==> config.mk <==
export PLATFORM = sky130hd
export DESIGN_NAME = mac3_stream
export DESIGN_NICKNAME = d
export VERILOG_FILES = /design/src/rtl/mac3_stream.sv
export SDC_FILE = /design/constraint.sdc
export NUM_CORES = 1
export LEC_CHECK = 0
export CAP_MARGIN = 15
export CORE_MARGIN = 2
export CORE_UTILIZATION = 32
export DETAILED_ROUTE_END_ITERATION = 10
export SYNTH_ARGS = -nofsm -noshare
export SYNTH_HDL_FRONTEND = slang
export SYNTH_SLANG_ARGS = --single-unit
==> constraint.sdc <==
create_clock -name clk -period 5.9 [get_ports clk]
set_input_delay 1.18 -clock clk [delete_from_list [all_inputs] [get_ports clk]]
set_output_delay 1.18 -clock clk [all_outputs]
set_load 0.005 [all_outputs]
==> src/rtl/mac3_stream.sv <==
// Streaming three-sample multiply-add: for every run of >=3 consecutive valid samples,
// emits (oldest*middle + newest) mod 2**DW one cycle after the newest sample arrives.
module mac3_stream #(
  parameter int DW    = 8,
  parameter int CNT_W = 16
) (
  input  logic             clk,
  input  logic             rst_,
  input  logic             validi,
  input  logic [DW-1:0]    data_in,
  output logic             valido,
  output logic [DW-1:0]    data_out,
  output logic             ovf,
  output logic [CNT_W-1:0] res_cnt
);

  localparam logic [1:0] IDLE = 2'd0;
  localparam logic [1:0] ONE  = 2'd1;
  localparam logic [1:0] TWO  = 2'd2;
  localparam logic [1:0] RUN  = 2'd3;

  logic [1:0]       state_q, state_d;
  logic [DW-1:0]    w1_q, w1_d;
  logic [DW-1:0]    w2_q, w2_d;
  logic             valido_q, valido_d;
  logic [DW-1:0]    data_out_q, data_out_d;
  logic             ovf_q, ovf_d;
  logic [CNT_W-1:0] res_cnt_q, res_cnt_d;

  logic [2*DW-1:0]  prod;
  logic [2*DW:0]    sum;
  logic             emit;

  always_comb begin
    prod = {{DW{1'b0}}, w2_q} * {{DW{1'b0}}, w1_q};
    sum  = {1'b0, prod} + {{(DW+1){1'b0}}, data_in};
    emit = validi && ((state_q == TWO) || (state_q == RUN));

    state_d = IDLE;
    if (validi) begin
      case (state_q)
        IDLE:    state_d = ONE;
        ONE:     state_d = TWO;
        default: state_d = RUN;
      endcase
    end

    // A gap flushes the window so stale samples (or X data) can never leak into a result.
    if (validi) begin
      w2_d = w1_q;
      w1_d = data_in;
    end else begin
      w2_d = '0;
      w1_d = '0;
    end

    valido_d   = emit;
    data_out_d = emit ? sum[DW-1:0] : '0;
    ovf_d      = emit && (sum[2*DW:DW] != '0);

    res_cnt_d = res_cnt_q;
    if (emit && (res_cnt_q != '1)) begin
      res_cnt_d = res_cnt_q + {{(CNT_W-1){1'b0}}, 1'b1};
    end
  end

  always_ff @(posedge clk or negedge rst_) begin
    if (!rst_) begin
      state_q    <= IDLE;
      w1_q       <= '0;
      w2_q       <= '0;
      valido_q   <= 1'b0;
      data_out_q <= '0;
      ovf_q      <= 1'b0;
      res_cnt_q  <= '0;
    end else begin
      state_q    <= state_d;
      w1_q       <= w1_d;
      w2_q       <= w2_d;
      valido_q   <= valido_d;
      data_out_q <= data_out_d;
      ovf_q      <= ovf_d;
      res_cnt_q  <= res_cnt_d;
    end
  end

  assign valido   = valido_q;
  assign data_out = data_out_q;
  assign ovf      = ovf_q;
  assign res_cnt  = res_cnt_q;

endmodule
### After elaboration in Yosys (flattened, before gate mapping)

Index checks and enable logic that the tools add are counted.
W data, S select, Z words.

* output and inout port bits: 26
* memory bits (writable): 0
* bits in read-only memories: 0
* input port bits: 11
* memories kept: 0
* register bits: 44
* bits in latches: 0

* add/sub/neg operators: 2
* $lt $le $gt $ge: 0
* div/mod/pow operators: 0
* reductions and logical operators: 6
* bitwise logic cells: 0
* shift-type cells: 0
* multiply operators: 1
* equal/unequal tests: 4
* mux-type cells: 5

Operator list (number)
* $mux W8: 3
* $add A16 B8 Y17: 1
* $add A16 B1 Y16 const B: 1
* $mul A8 B8 Y16: 1
* $ne A16 B16 Y1 const B: 1
* $reduce_bool A9 Y1: 1
* $eq A2 B2 Y1 const B: 2
* $pmux W2 S2: 1
* $logic_and A1 B1 Y1: 3
* $eq A2 B1 Y1 const B: 1
* $logic_not A2 Y1: 1
* $mux W2: 1
* $logic_or A1 B1 Y1: 1

### Longest topological paths before layout

Gate-level depths: netlist of the first run.

* word-level depth: 4
* depth in mapped cells: 17

### Least setup slack after synthesis of the first run

Ideal clock, no wire load.

* path type: input -> register
* start: in data_in[7]
* end: reg ovf_q, in the netlist ovf
* library setup time: 0.141 ns
* setup slack: 0.966 ns
* cell stages on the path: 13
* required time: 5.759 ns
* data arrival time: 4.793 ns
* cell sequence: fa_1 > inv_1 > fa_1 > fa_1 > fa_1 > inv_1 > ha_1 > and2_4 > a221oi_2 > a2111oi_1 > or3_1 > a211oi_1 > a41oi_1

* word-level cells in the longest chain between the ends: 3

RTL lines
* from (decl): RTL line 10 `input logic [DW-1:0] data_in,`
* $add A16 B8 Y17: RTL line 36 `sum = {1'b0, prod} + {{(DW+1){1'b0}}, data_in};`
* $reduce_bool A9 Y1: RTL line 59 `ovf_d = emit && (sum[2*DW:DW] != '0);`
* $logic_and A1 B1 Y1: RTL line 59
* via ovf_d: RTL line 27 `logic ovf_q, ovf_d;`
* to (signal assigned): RTL line 82 `ovf_q <= ovf_d;`
* to (decl): RTL line 27

The timed path passes the listed nets, and every way through them passes these cells.
A chain may end at the register's enable or synchronous reset.

### Final worst setup path of the first run

Ends and elaborated chain as after synthesis.

==> results of run 1 <==
## per-stage QoR
step           hold slack [ps]  setup slack [ps]  total power [mW]
2_1_floorplan              433               966             0.485
5_1_grt                    512               369             0.961
3_5_place_dp               466               301             0.575
6_report                   475               578             0.898
4_1_cts                    476               572             0.912
3_3_place_gp               449               333             0.575
## cell usage in the layout, fill, tap and decap left out, types with 6 or more instances in the layout
| master | count |
|---|---|
| a21oi_1 | 8 |
| o21ai_0 | 8 |
| fa_1 | 44 |
| dfrtp_1 | 44 |
| ha_1 | 41 |
| nand2_1 | 51 |
| and3_1 | 8 |
| nor2_1 | 19 |
| nand3_1 | 9 |
| xnor2_1 | 7 |
| clkdlybuf4s50_1 | 35 |
| nor3_1 | 6 |
| xor2_1 | 12 |
| and2_1 | 40 |
| inv_1 | 71 |
## per-layer routing
| metal | track usage (%) | routed length, um |
|---|---|---|
| met5 | 0 | 0 |
| met4 | 2.30 | 61 |
| met3 | 3.06 | 285 |
| met2 | 21.3 | 3670 |
| met1 | 18.6 | 4080 |
## worst max path at each step
stage                     to  slack (ps)  depth (start not counted)
3_3_place_gp   ovf$_DFF_PN0_         330                         14
2_1_floorplan  ovf$_DFF_PN0_         970                         13
6_report       ovf$_DFF_PN0_         580                         14
4_1_cts        ovf$_DFF_PN0_         570                         14
5_1_grt        ovf$_DFF_PN0_         370                         14
3_5_place_dp   ovf$_DFF_PN0_         300                         14
## power by group through the flow
stage | Combinational, mW | Sequential [mW] | Clock (mW)
6_report | 0.204 | 0.366 | 0.327
4_1_cts | 0.207 | 0.366 | 0.339
2_1_floorplan | 0.125 | 0.360 | 0
3_5_place_dp | 0.204 | 0.371 | 0
5_1_grt | 0.234 | 0.374 | 0.354
3_3_place_gp | 0.203 | 0.372 | 0
## registers in the layout, summed over array words and instances, names as in the netlist
register,cells
res_cnt,16
data_out,8
w1_q,8
w2_q,8
state_q,2
ovf,1
valido,1
## layout make-up
cell class	count	area (um2)	area share, %
multi-input combinational	296	2640	55.6
timing repair buffer	36	355	7.48
inverter	71	267	5.61
tap	172	215	4.53
sequential	44	1100	23.2
clock inverter	3	46.3	0.975
clock buffer	5	125	2.64
## cells by family (layout without fill, tap and decap cells)
group	count (synthesis)	in the layout	synth area share, %
DFF	44	44	27.3
adders and majority gates	85	85	34.6
and+or+nand+nor	150	150	19.1
xor gates and xnor gates	19	19	4.13
muxes	5	5	1.37
AOI/OAI and AO/OA	37	37	6.27
buffers and inverters	78	115	7.26
==> impl_results.md, run 1 <==
* Period utilization at 90.2%
* Synth top area share at 27.3%
* FILL cells at 1,240
* Residual DRC at 0
* H-Tree Depth at 2
* Class of the worst hold path: flip-flop to flip-flop
* Design area at 4750 um2
* Synthesized area per cell at 9.65 um2
* TritonCTS clock tree: done
* Core Region at 12,500 um2
* DR vias/cell at 4.56
* Critical path required time at 6050 ps
* Gate count of the mapped netlist at 418
* Worst Path Buf+Inv at 3
* Power Density at 189 nW/um2
* Avg WL per Cell at 12.9 um
* Die width at 116 um
* Final ANT Viol Nets at 0
* Ports at 37
* Cells along the critical path: clkdlybuf4s50_1, fa_1, inv_1, fa_1, fa_1, fa_1, inv_1, ha_1, and2_4, a221oi_2, a2111oi_1, or3_1, a211oi_1, a41oi_1
* Initial antenna violation count at 0
* Initial drt markers at 145
* Area delta synth->final at 17.7%
* Worst path top cell family by delay: adder cells
* Die ar. at 13,500 um2
* Hold path start: state_q[0]$_DFF_PN0_
* Die height at 116 um
* Critical path data arrival time at 5470 ps
* Global route overflow at 0
* Sw Pwr at 264 uW
* GR Util All Layers at 13.3%
* RR Startpoint: w1_q[4]$_DFF_PN0_
* Transition time of the tightest slew-check pin at 1010 ps
* Hold Buf Count CTS at 0
* Sum Neg Setup Slack at 0 ps
* Utilization after layout at 38.1%
* Clock Pin Slew Worst Setup and Hold Paths at 70 ps
* Hold Vio Cnt, Final at 0
* Via Count at 2,858
* Fmax at 188 MHz
* Gpl congestion at 0.909
* IO buf count at 36
* Status: completed
* Number of global-route vias before repair at 2,993
* Synth area leaders: dfrtp_1 (27%), fa_1 (22%), ha_1 (13%)
* Most common library cells after synthesis: inv_1 (71), nand2_1 (51), dfrtp_1 (44), fa_1 (44), ha_1 (41)
* Sequential area share after synthesis at 27.3%
* Worst r2r dst: ovf$_DFF_PN0_
* Worst Setup Path Type: primary input to flip-flop
* Starting density of the core at 32.3%
* Crit start category: primary input
* Nets@finish at 550
* Syn Nets at 514
* Sw frac at 29.4%
* CP max stage delay at 560 ps
* Layout cells sized above 1 at 4.40%
* Critical Path Most Common Cell: fa_1
* Largest net degree at the start of global routing at 45
* TritonCTS Buffers at 5
* Placed Area at 4580 um2
* Flop pwr share at 40.8%
* Leading area contributor after synthesis: dfrtp_1
* Top-count cell post-synth: inv_1
* Cells on Worst Hold Path at 1
* Crit path from: data_in[7]
* CP endpoint kind: flip-flop
* Yosys synthesis warning count at 0
* Drt pass-1 iters at 7
* Global-route wire length before repair at 14,400 um
* Clk pwr share at 36.5%
* Final wirelength at 8100 um
* R2r worst-path depth at 13
* RSZ-0062 raised after global routing: false
* CP Max Fanout at 5
* CTS max path bufs at 2
* Clock skew at 5.61 ps
* Pint at 634 uW
* Ant. Diodes at 0
* Dpl cells at 619
* VDD IR max at 0.152 mV
* Final Instance Count excl. Fillers at 627
* Slew HR at 32.9%
* Clock Latency Late Sink at 290 ps
* Post-synth ARST share at 100%
* Post-Syn Area at 4030 um2
* Slew Limit Fails at 0
* Root Driver: clkbuf_16
* Lkg Pwr at 2.32 nW
* Hold EP: state_q[0]$_DFF_PN0_
* Seq cells post-synth at 44
* Gate power share at 22.8%
* # resized after CTS at 0
* Main synth FF type: dfrtp_1
* Maxcap violations at 0
* Final Critical Period at 5320 ps
* Final setup fails at 0
* R2r setup slk at 1200 ps
* Setup bufs post-CTS at 0
* FP Rows at 41
* Netlist cell types at 42
* TritonCTS Sinks at 44
* EDFF count, synth at 0
* CP max stage cell: fa_1
* Dpl hpwl at 6380 um
(Power assumes the default switching activity.)
==> run 2: changes to the inputs <==
==> constraint.sdc (replaced) <==
create_clock -name clk -period 4.57 [get_ports clk]
set_input_delay 0.914 -clock clk [delete_from_list [all_inputs] [get_ports clk]]
set_output_delay 0.914 -clock clk [all_outputs]
set_load 0.005 [all_outputs]
==> run 2 against run 1 <==
  * Sequential power is 29% higher
  * First-iteration DRC count up 37%
  * Wire length up 9.0%
  * Non-clock buffer count grew 39
==> impl_results.md, run 2 (synthesis results as in run 1) <==
* Drt pass-1 iters at 4
* FILL cells at 1,221
* Avg WL per Cell at 13.3 um
* Initial antenna violation count at 0
* Most frequent cells in the layout: inv_1 (63), nand2_1 (49), and2_1 (40)
* Lkg Pwr at 2.52 nW
* Most common cell after layout, fill and taps aside: inv_1
* Final Instance Count excl. Fillers at 666
* Die width at 116 um
* Critical Path Most Common Cell: fa_1
* Largest register FFs at 16
* Critical path data arrival time at 4580 ps
* Placed Area at 4810 um2
* Slew HR at 33.7%
* Status: completed
* Fmax at 226 MHz
* Period utilization at 96.7%
* Class of the worst hold path: flip-flop to flip-flop
* Clock Pin Slew Worst Setup and Hold Paths at 60 ps
* Hold Vio Cnt, Final at 0
* Global-route wire length before repair at 15,000 um
* Power Density at 238 nW/um2
* Layout cells sized above 1 at 21.1%
* Nets@finish at 589
* Via Count at 3,006
* Die height at 116 um
* TritonCTS Sinks at 44
* CTS max path bufs at 2
* CP endpoint kind: flip-flop
* FP Rows at 41
* VDD IR max at 0.175 mV
* Worst Path Buf+Inv at 5
* Core Region at 12,500 um2
* DR vias/cell at 4.51
* Starting density of the core at 32.3%
* Cells along the critical path: dlygate4sd2_1, inv_2, fa_1, inv_1, fa_1, ha_1, inv_1, fa_1, inv_2, fa_2, a21o_1, nand3_2, a2111oi_4, or3_1, a211oi_2, a41oi_2
* Initial drt markers at 198
* Crit start category: primary input
* Transition time of the tightest slew-check pin at 994 ps
* Final ANT Viol Nets at 0
* Global route overflow at 0
* Final wirelength at 8830 um
* Dpl cells at 645
* Hold Buf Count CTS at 0
* GR Util All Layers at 13.8%
* Critical path required time at 4730 ps
* Final Critical Period at 4420 ps
* Clock skew at 3.41 ps
* Design area at 5240 um2
* Gpl congestion at 0.839
* Dpl hpwl at 6710 um
* Clock Latency Late Sink at 280 ps
* TritonCTS Buffers at 5
* Maxcap violations at 0
* Worst Setup Path Type: primary input to flip-flop
* Root Driver: clkbuf_16
* Area delta synth->final at 29.9%
* Residual DRC at 0
* IO buf count at 36
* Worst path top cell family by delay: adder cells
* CP max stage cell: fa_1
* CP max stage delay at 540 ps
* Largest net degree at the start of global routing at 45
* Final setup fails at 0
* H-Tree Depth at 2
* TritonCTS clock tree: done
* Ant. Diodes at 0
* Die ar. at 13,500 um2
* Slew Limit Fails at 0
* Hold WS at 475 ps
* CP Max Fanout at 2
* Ports at 37
* Number of global-route vias before repair at 3,168
==> run 2: cell types whose count changed in the layout (fill, tap and decap cells not counted), sizes merged <==
cell / previous run / this run
clkdlybuf4s50: 35 / 29
dlymetal6s2s: 0 / 1
clkinvlp: 1 / 0
inv: 72 / 71
dlygate4sd2: 0 / 1
clkinv: 0 / 1
clkbuf: 5 / 6
clkdlybuf4s15: 0 / 3
buf: 1 / 41
==> run 2: cell type report <==
| class | count | area [um2] | share of cell area, % |
|---|---|---|---|
| inverter | 71 | 267 | 5.09 |
| tap | 172 | 215 | 4.11 |
| sequential | 44 | 1120 | 21.3 |
| clock buffer | 6 | 139 | 2.65 |
| multi-input combinational | 296 | 2810 | 53.7 |
| timing repair buffer | 75 | 652 | 12.4 |
| clock inverter | 2 | 38.8 | 0.741 |
==> run 2: metal layers <==
| metal | GRT usage (%) | vias up | routed length, um |
|---|---|---|---|
| met3 | 2.65 | 8 | 213 |
| met1 | 19.1 | 1484 | 4260 |
| met5 | 0 | - | 0 |
| met2 | 22.7 | 33 | 4280 |
| li1 | - | 1481 | - |
| met4 | 2.46 | 0 | 74 |
==> run 2: metrics by stage <==
stage                     worst slack (ps)  util (%)  power [mW]  TNS (ps)
final                                  149      42.0        1.25         0
after global routing                 -16.2      42.0        1.32     -16.2
after CTS                             2.21      40.8        1.24         0
after detailed placement              -638      38.6       0.778      -757
after global placement                -605      38.6       0.776      -714
after floorplan                       1.29         -       0.636         0
==> run 2: final timing paths <==
check	start	end	slack, ps	cells past startpoint
setup / recovery	data_in[4]	ovf$_DFF_PN0_	150	16
hold reg to reg	state_q[0]$_DFF_PN0_	state_q[0]$_DFF_PN0_	470	1
min in group asynchronous	rst_	w1_q[2]$_DFF_PN0_	800	1
setup reg to reg	w1_q[1]$_DFF_PN0_	ovf$_DFF_PN0_	200	14
hold / removal	state_q[0]$_DFF_PN0_	state_q[0]$_DFF_PN0_	470	1
max in group asynchronous	rst_	w2_q[5]$_DFF_PN0_	3110	1
==> run 2: power breakdown <==
part	total (mW)	internal [mW]	switching, mW
combinational	0.347	0.187	0.160
clock	0.429	0.274	0.155
sequential	0.471	0.423	0.0481
total	1.25	0.884	0.363
==> run 2: what timing repair did <==
| item | in CTS | in global routing |
|---|---|---|
| endpoints found under the hold margin | 0 | 0 |
| setup endpoints to repair | 1 | 1 |
| pin swaps | 23 | 21 |
| gates resized for setup | 41 | 23 |
| buffers inserted | 3 | 10 |
